--- src/rtl/mem_arb_pkg.sv ---
// Shared types and helpers for the instruction/data memory port arbiter.
package mem_arb_pkg;

  typedef enum logic [1:0] {
    IDLE   = 2'd0,
    ACCESS = 2'd1,
    WAIT   = 2'd2,
    DONE   = 2'd3
  } arb_state_e;

  localparam logic OWN_IF = 1'b0;
  localparam logic OWN_DM = 1'b1;

  // Bits needed to hold 0..max_val, never less than one.
  function automatic int cnt_w(input int max_val);
    int w;
    w = $clog2(max_val + 1);
    return (w < 1) ? 1 : w;
  endfunction

endpackage

--- src/rtl/mem_arb_select.sv ---
// Fixed-priority grant between fetch and data, with a starvation override for fetch.
module mem_arb_select
  import mem_arb_pkg::*;
(
  input  logic if_req,
  input  logic dm_req,
  input  logic starved,
  output logic grant_valid,
  output logic grant_owner
);

  // Data normally wins a contended slot; fetch wins once it has been starved.
  always_comb begin
    grant_valid = 1'b0;
    grant_owner = OWN_DM;
    if (if_req && dm_req) begin
      grant_valid = 1'b1;
      grant_owner = starved ? OWN_IF : OWN_DM;
    end else if (if_req) begin
      grant_valid = 1'b1;
      grant_owner = OWN_IF;
    end else if (dm_req) begin
      grant_valid = 1'b1;
      grant_owner = OWN_DM;
    end else begin
      grant_valid = 1'b0;
      grant_owner = OWN_DM;
    end
  end

endmodule

--- src/rtl/mem_port_arbiter.sv ---
// Shares one single-port 64-bit RAM between instruction fetch and data memory,
// one transaction at a time, with registered read data and one-cycle ready pulses.
module mem_port_arbiter
  import mem_arb_pkg::*;
#(
  parameter int ADDR_W     = 6,
  parameter int MEM_LAT    = 1,
  parameter int STARVE_MAX = 3
) (
  input  logic              clk,
  input  logic              rst,
  input  logic              if_req,
  input  logic [ADDR_W-1:0] if_addr,
  output logic [31:0]       if_rdata,
  output logic              if_ready,
  input  logic              dm_req,
  input  logic              dm_we,
  input  logic [ADDR_W-1:0] dm_addr,
  input  logic [63:0]       dm_wdata,
  output logic [63:0]       dm_rdata,
  output logic              dm_ready,
  output logic              mem_en,
  output logic              mem_we,
  output logic [ADDR_W-1:0] mem_addr,
  output logic [63:0]       mem_wdata,
  input  logic [63:0]       mem_rdata,
  output logic              busy
);

  localparam int LAT_W    = cnt_w(MEM_LAT - 1);
  localparam int STARVE_W = cnt_w(STARVE_MAX);
  localparam logic [LAT_W-1:0]    LAT_INIT   = LAT_W'(MEM_LAT - 1);
  localparam logic [STARVE_W-1:0] STARVE_TOP = STARVE_W'(STARVE_MAX);

  arb_state_e          state_r;
  logic                owner_r;
  logic                we_r;
  logic [ADDR_W-1:0]   addr_r;
  logic [63:0]         wdata_r;
  logic [LAT_W-1:0]    lat_cnt_r;
  logic [STARVE_W-1:0] starve_cnt_r;
  logic [31:0]         if_rdata_r;
  logic [63:0]         dm_rdata_r;
  logic                if_ready_r;
  logic                dm_ready_r;
  logic                mem_en_r;
  logic                mem_we_r;
  logic                busy_r;

  logic starved_s;
  logic grant_valid_s;
  logic grant_owner_s;

  assign starved_s = (starve_cnt_r == STARVE_TOP);

  mem_arb_select u_select (
    .if_req      (if_req),
    .dm_req      (dm_req),
    .starved     (starved_s),
    .grant_valid (grant_valid_s),
    .grant_owner (grant_owner_s)
  );

  // Transaction sequencer: arbitrate, strobe the RAM once, wait out the latency, pulse ready.
  always_ff @(posedge clk) begin
    if (rst) begin
      state_r      <= IDLE;
      owner_r      <= OWN_IF;
      we_r         <= 1'b0;
      addr_r       <= '0;
      wdata_r      <= '0;
      lat_cnt_r    <= '0;
      starve_cnt_r <= '0;
      if_rdata_r   <= '0;
      dm_rdata_r   <= '0;
      if_ready_r   <= 1'b0;
      dm_ready_r   <= 1'b0;
      mem_en_r     <= 1'b0;
      mem_we_r     <= 1'b0;
      busy_r       <= 1'b0;
    end else begin
      if_ready_r <= 1'b0;
      dm_ready_r <= 1'b0;
      case (state_r)
        IDLE: begin
          if (grant_valid_s) begin
            owner_r  <= grant_owner_s;
            mem_en_r <= 1'b1;
            busy_r   <= 1'b1;
            state_r  <= ACCESS;
            if (grant_owner_s == OWN_DM) begin
              we_r     <= dm_we;
              mem_we_r <= dm_we;
              addr_r   <= dm_addr;
              wdata_r  <= dm_wdata;
              if (if_req && (starve_cnt_r != STARVE_TOP)) begin
                starve_cnt_r <= starve_cnt_r + STARVE_W'(1);
              end else begin
                starve_cnt_r <= starve_cnt_r;
              end
            end else begin
              // Fetch is always a read, whatever dm_we happens to be.
              we_r         <= 1'b0;
              mem_we_r     <= 1'b0;
              addr_r       <= if_addr;
              wdata_r      <= '0;
              starve_cnt_r <= '0;
            end
          end else begin
            busy_r  <= 1'b0;
            state_r <= IDLE;
          end
        end
        ACCESS: begin
          mem_en_r <= 1'b0;
          mem_we_r <= 1'b0;
          if (we_r) begin
            dm_ready_r <= (owner_r == OWN_DM);
            if_ready_r <= (owner_r == OWN_IF);
            state_r    <= DONE;
          end else begin
            lat_cnt_r <= LAT_INIT;
            state_r   <= WAIT;
          end
        end
        WAIT: begin
          if (lat_cnt_r == '0) begin
            if (owner_r == OWN_DM) begin
              dm_rdata_r <= mem_rdata;
              dm_ready_r <= 1'b1;
            end else begin
              if_rdata_r <= addr_r[2] ? mem_rdata[63:32] : mem_rdata[31:0];
              if_ready_r <= 1'b1;
            end
            state_r <= DONE;
          end else begin
            lat_cnt_r <= lat_cnt_r - LAT_W'(1);
          end
        end
        DONE: begin
          busy_r  <= 1'b0;
          state_r <= IDLE;
        end
        default: begin
          mem_en_r <= 1'b0;
          mem_we_r <= 1'b0;
          busy_r   <= 1'b0;
          state_r  <= IDLE;
        end
      endcase
    end
  end

  assign if_rdata  = if_rdata_r;
  assign if_ready  = if_ready_r;
  assign dm_rdata  = dm_rdata_r;
  assign dm_ready  = dm_ready_r;
  assign mem_en    = mem_en_r;
  assign mem_we    = mem_we_r;
  assign mem_addr  = addr_r;
  assign mem_wdata = wdata_r;
  assign busy      = busy_r;

endmodule

--- config.mk ---
export PLATFORM = sky130hd
export DESIGN_NAME = mem_port_arbiter
export DESIGN_NICKNAME = d
export VERILOG_FILES = /design/src/rtl/mem_arb_pkg.sv /design/src/rtl/mem_arb_select.sv /design/src/rtl/mem_port_arbiter.sv
export SDC_FILE = /design/constraint.sdc
export NUM_CORES = 1
export LEC_CHECK = 0
export CAP_MARGIN = 30
export CORE_ASPECT_RATIO = 0.6
export CORE_MARGIN = 2
export CORE_UTILIZATION = 43
export CTS_CLUSTER_SIZE = 20
export DETAILED_ROUTE_END_ITERATION = 8
export HOLD_SLACK_MARGIN = 0.05
export PLACE_DENSITY = 0.83
export SLEW_MARGIN = 20
export SYNTH_ARGS = -nofsm -noshare
export SYNTH_HDL_FRONTEND = slang
export SYNTH_HIERARCHICAL = 1
export SYNTH_SLANG_ARGS = --single-unit
--- constraint.sdc ---
create_clock -name clk -period 3.25 [get_ports clk]
set_input_delay 0.8125 -clock clk [delete_from_list [all_inputs] [get_ports clk]]
set_output_delay 0.8125 -clock clk [all_outputs]
set_load 0.03 [all_outputs]
==> out/results.ini, run 1 <==
[worst_setup_path]
crit_fanout = 2
r2r_slack_ps = 1290
cp.required_ps = 2440
critPathTopFamily = buffers and inverters
critPathKind = reg -> out
start_kind = register
cpMaxStageDelayCell = clkdlybuf4s50_1
end_kind = output pin
max_stage_delay_ps = 720
crit_chain = clkdlybuf4s50_1
worstPathArrival_ps = 1490
crit_buf_inv = 1

[pwr]
p_int_mw = 3.89
powerDensity_nw_per_um2 = 520
total_power_mw = 5.50
swShare_pct = 29.3
pwr-share-clk_pct = 37.1
ir_worst_vdd_uv = 303
power_frac_seq_pct = 42.7
p_comb_share_pct = 20.2
switchingPower_mw = 1.61
power_leakage_nw = 3.70

[timing]
tns_ps = 0
fin_crit_ps = 2300
worst_slew_pin_slew_ps = 653
relSlewSlack_pct = 56.5
clock.fmax_ghz = 0.434
slew_viol_final = 0
fin_crit_sh_pct = 70.9
fin_worst_skew_ps = 11.7
rsz0062_at_grt = false
setup_ws_ps = 946
finalHoldViolations = 0
setup_viol = 0

[synthesis]
synth_cell_type_count = 26
async_flop_share_pct = 0
syn_area_um2 = 6820
syn_nets = 942
syn_inst = 792
yosysWarnings = 6
ys.flop_type = dfxtp_1
synth_edf_count = 0
synth.avg_cell_area_um2 = 8.62
synth_seq_area_share_pct = 51.9
synth_seq_cells = 177

[clock_tree]
postCtsSetupRepairBufs = 0
numCtsBuffers = 17
holdBufCountCts = 0
cts_resized = 0
clock_path_buffers = 2
cts_max_level = 4
cts.clk_slew.worst_paths_ps = 70
cts_sinks = 177
clock-root-buffer = clkbuf_16
cts_tree = done
clk_latency_ps = 410

[detailed_routing]
drtIter0Drc = 375
postRouteAntennaNets = 0
dr.pass1.iters = 4
vias = 6503
wl_per_cell_um = 16.3
via_per_inst = 5.04
drc = 0
drt-total-wl_um = 21000

[final_layout]
antenna_cells = 0
utilization_pct = 68.6
nFillCells = 1264
area_delta_synth_final_pct = 55.0
nets = 1224
drive_above_1_share_pct = 6.72

[floorplan]
start_util_pct = 44.3
row_count = 35
die_area_um2 = 16900
die_x_um = 167
die_h_um = 102
coreArea_um2 = 15400
ioPinCount = 316

[global_routing]
antenna_found_initial = 0
grt_pass1_wl_um = 32600
grt_max_degree = 80
track_usage_pct = 24.0
grt_pass1_vias = 6292
gr-total-overflow = 0

[place]
post-place-ws_ps = 693
gp_congestion = 0.818
dp_hpwl_um = 15000
portBuffers = 315

[run]
cap_violations = 0

[status]
status = finished clean

[hold_path]
holdCritPathClass = reg -> reg

[through the flow]
stage	std cells	hold slack, ps	cell area [um^2]
final	1290	452	10600
after global routing	1290	472	10600
after CTS	1290	452	10600
after detailed placement	1258	444	9990
after global placement	1258	437	9990
after floorplan	792	437	6820
[final timing paths]
kind                                     from             to  cells past startpoint
worst max register to register     state_r[0]    dm_rdata[1]                      6
worst min register to register  mem_wdata[44]  mem_wdata[44]                      2
worst min-delay path            mem_wdata[44]  mem_wdata[44]                      2
worst max-delay path             dm_rdata[30]   dm_rdata[30]                      1
[power by group through the flow]
stage               clock network, mW  registers [mW]  logic (mW)
floorplan                           0            2.60       0.429
global placement                    0            2.39        1.10
detailed placement                  0            2.40        1.11
CTS                              2.08            2.35        1.12
global route                     2.16            2.36        1.19
finish                           2.04            2.35        1.11
[cell type report]
class,instances,area (um^2),share of cell area [%]
flip-flops and latches,177,3540,33.5
multi-input cells,542,2880,27.2
clock inverters,13,140,1.32
inverters,5,18.8,0.177
repair buffers,331,3300,31.2
well taps,203,254,2.40
clock buffers,19,443,4.19
[layer usage]
| layer | vias to the layer above | GRT usage [%] | share of wire [%] |
|---|---|---|---|
| met5 | - | 0 | 0 |
| met4 | 0 | 4.97 | 0.95 |
| met3 | 18 | 8.83 | 8.0 |
| met2 | 210 | 40.4 | 47 |
| met1 | 3034 | 29.9 | 44 |
| li1 | 3241 | - | - |
[state kept, by name (all words and copies together) (netlist names), 2 cells and up]
signal / flops
if_rdata: 32
mem_wdata: 64
starve_cnt_r: 2
dm_rdata: 64
mem_addr: 6
state_r: 2
[cell usage after synthesis, types with 2 or more instances]
library cell    n  area share [%]
nor3b_1         2            0.22
ha_1            5            0.92
o21ai_0         2            0.15
nand2b_1        2            0.18
inv_1           5            0.28
dfxtp_1       177              52
a211oi_1       21             2.3
nand3_1        66             4.8
a31oi_1         2            0.18
buf_6          10             1.7
nor2_1         41             2.3
and2_1          2            0.18
nand2_1       200              11
clkbuf_1       18            0.99
buf_2          26             1.9
nand4_1         2            0.18
a211oi_2       18             3.3
mux2i_1        38             5.6
a21oi_1       134             9.8
nor2b_1         3            0.28
buf_4          13             1.4
[cells by family (layout without fill, tap and decap cells)]
family,after synthesis,count (layout),share of synthesized area (%)
fa+ha+maj,5,5,0.917
compound gates,179,179,16.0
mux,38,38,5.57
buf+inv,73,368,6.31
simple gates,320,320,19.3
flops,177,177,51.9
[cell usage in the layout, fill, tap and decap left out, types with 2 or more instances in the layout]
cell               n
a211oi_1          21
a211oi_2          18
a21oi_1          134
a31oi_1            2
and2_2             2
buf_12             2
buf_4             14
clkbuf_16         17
clkdlybuf4s50_1  314
dfxtp_1          176
ha_1               5
inv_1              5
inv_6              5
inv_8              4
mux2i_1           38
nand2_1          198
nand2_2            2
nand2b_1           2
nand3_1           66
nand4_1            2
nor2_1            41
nor2b_1            2
nor3b_1            2
o21ai_0            2
[worst min-delay path, stage by stage, from the launching register on]
cell     delay (ps)
dfxtp_1         310
nand2_1          50
a21oi_1          50
Note: power is estimated with default switching activity, not from simulation.
==> inputs of run 2 (changes only) <==
--- a/config.mk
+++ b/config.mk
@@ -8,11 +8,11 @@
 export CAP_MARGIN = 30
 export CORE_ASPECT_RATIO = 0.6
 export CORE_MARGIN = 2
-export CORE_UTILIZATION = 43
+export CORE_UTILIZATION = 41
 export CTS_CLUSTER_SIZE = 20
 export DETAILED_ROUTE_END_ITERATION = 8
 export HOLD_SLACK_MARGIN = 0.05
-export PLACE_DENSITY = 0.83
+export PLACE_DENSITY = 0.8
 export SLEW_MARGIN = 20
 export SYNTH_ARGS = -nofsm -noshare
 export SYNTH_HDL_FRONTEND = slang
==> constraint.sdc (replaced) <==
create_clock -name clk -period 2.3 [get_ports clk]
set_input_delay 0.575 -clock clk [delete_from_list [all_inputs] [get_ports clk]]
set_output_delay 0.575 -clock clk [all_outputs]
set_load 0.03 [all_outputs]
==> out/results.ini, run 2 (synthesis results as in run 1) <==
[status]
status = finished clean

[clock_tree]
cts_tree = done
cts_resized = 0
holdBufCountCts = 0
clk_latency_ps = 410
cts_sinks = 177
cts_max_level = 4
cts.clk_slew.worst_paths_ps = 70
clock_path_buffers = 2
clock-root-buffer = clkbuf_16
numCtsBuffers = 17
postCtsSetupRepairBufs = 0

[detailed_routing]
wl_per_cell_um = 16.1
via_per_inst = 4.90
drtIter0Drc = 340
postRouteAntennaNets = 0
dr.pass1.iters = 5
drc = 0
vias = 6440
drt-total-wl_um = 21100

[global_routing]
gr-total-overflow = 0
track_usage_pct = 23.4
grt_pass1_vias = 6286
grt_max_degree = 65
grt_pass1_wl_um = 33300
antenna_found_initial = 0

[timing]
tns_ps = 0
slew_viol_final = 0
relSlewSlack_pct = 56.9
fin_worst_skew_ps = 15.7
rsz0062_at_grt = false
setup_viol = 0
fin_crit_sh_pct = 88.9
fin_crit_ps = 2050
worst_slew_pin_slew_ps = 647
finalHoldViolations = 0
clock.fmax_ghz = 0.489

[hold_path]
holdCritPathClass = reg -> reg
hold_depth = 2

[floorplan]
die_x_um = 171
start_util_pct = 42.0
row_count = 36
die_h_um = 104
coreArea_um2 = 16300
die_area_um2 = 17700
ioPinCount = 316

[final_layout]
antenna_cells = 0
area_delta_synth_final_pct = 56.7
final_cell_mix = 314 x clkdlybuf4s50_1, 198 x nand2_1, 176 x dfxtp_1
nets = 1224
final_area_um2 = 10700
layout_commonest_cell = clkdlybuf4s50_1
drive_above_1_share_pct = 6.72
utilization_pct = 65.8

[worst_setup_path]
cp.depth = 1
critPathTopFamily = buffers and inverters
worstPathArrival_ps = 1470
cp.required_ps = 1730
cpMaxStageDelayCell = clkdlybuf4s50_1
crit_fanout = 2
crit_chain = clkdlybuf4s50_1
ff2ff_path_depth = 6
start_kind = register
critPathKind = reg -> out
crit_buf_inv = 1
end_kind = output pin
max_stage_delay_ps = 750

[place]
dp_hpwl_um = 14900
portBuffers = 315
gp_congestion = 0.810
place_area_um2 = 10100

[pwr]
power_leakage_nw = 3.72
powerDensity_nw_per_um2 = 721
ir_worst_vdd_uv = 524

[run]
cap_violations = 0

-- run 2: area by class of cell --
cell class | instances | area, um^2
fillers | 1374 | 5560
flip-flops and latches | 177 | 3540
repair buffers | 331 | 3410
multi-input cells | 542 | 2880
clock buffers | 19 | 443
well taps | 228 | 285
clock inverters | 13 | 116
inverters | 5 | 18.8
-- run 2: through the flow --
stage	power [mW]	setup slack [ps]	hold WS, ps	std cells
floorplan	4.28	775	437	792
global placement	4.98	250	438	1283
CTS	7.78	236	453	1315
detailed placement	5.00	202	442	1283
finish	7.71	255	451	1315
global route	8.03	201	467	1315
-- run 2: where the power goes --
part	switching, mW	internal, mW	total [mW]	leakage [nW]
Clock	1.32	1.46	2.78	0.269
Combinational	0.885	0.728	1.61	2.01
Sequential	0.0865	3.23	3.31	1.44
Total	2.30	5.42	7.71	3.72
-- run 2: tightest hold or removal path, delay by kind of cell, from the launching register on --
kind | cells | cell delay (ps)
DFF | 1 | 310
and+or+nand+nor | 1 | 50
AOI/OAI and AO/OA | 1 | 50
-- run 2: worst paths after layout --
kind	start	to	slack, ps
max	dm_rdata[62]	dm_rdata[62]	250
min	mem_wdata[31]	mem_wdata[31]	450
max reg2reg	state_r[0]	dm_rdata[39]	650
min reg2reg	mem_wdata[31]	mem_wdata[31]	450
-- run 2: metal layers --
| metal | share of wire [%] | up-vias | global-route usage (%) |
|---|---|---|---|
| li1 | - | 3244 | - |
| met1 | 43 | 2959 | 29.0 |
| met2 | 46 | 219 | 38.6 |
| met3 | 9.4 | 18 | 8.64 |
| met4 | 1.5 | 0 | 5.68 |
| met5 | 0 | - | 0 |
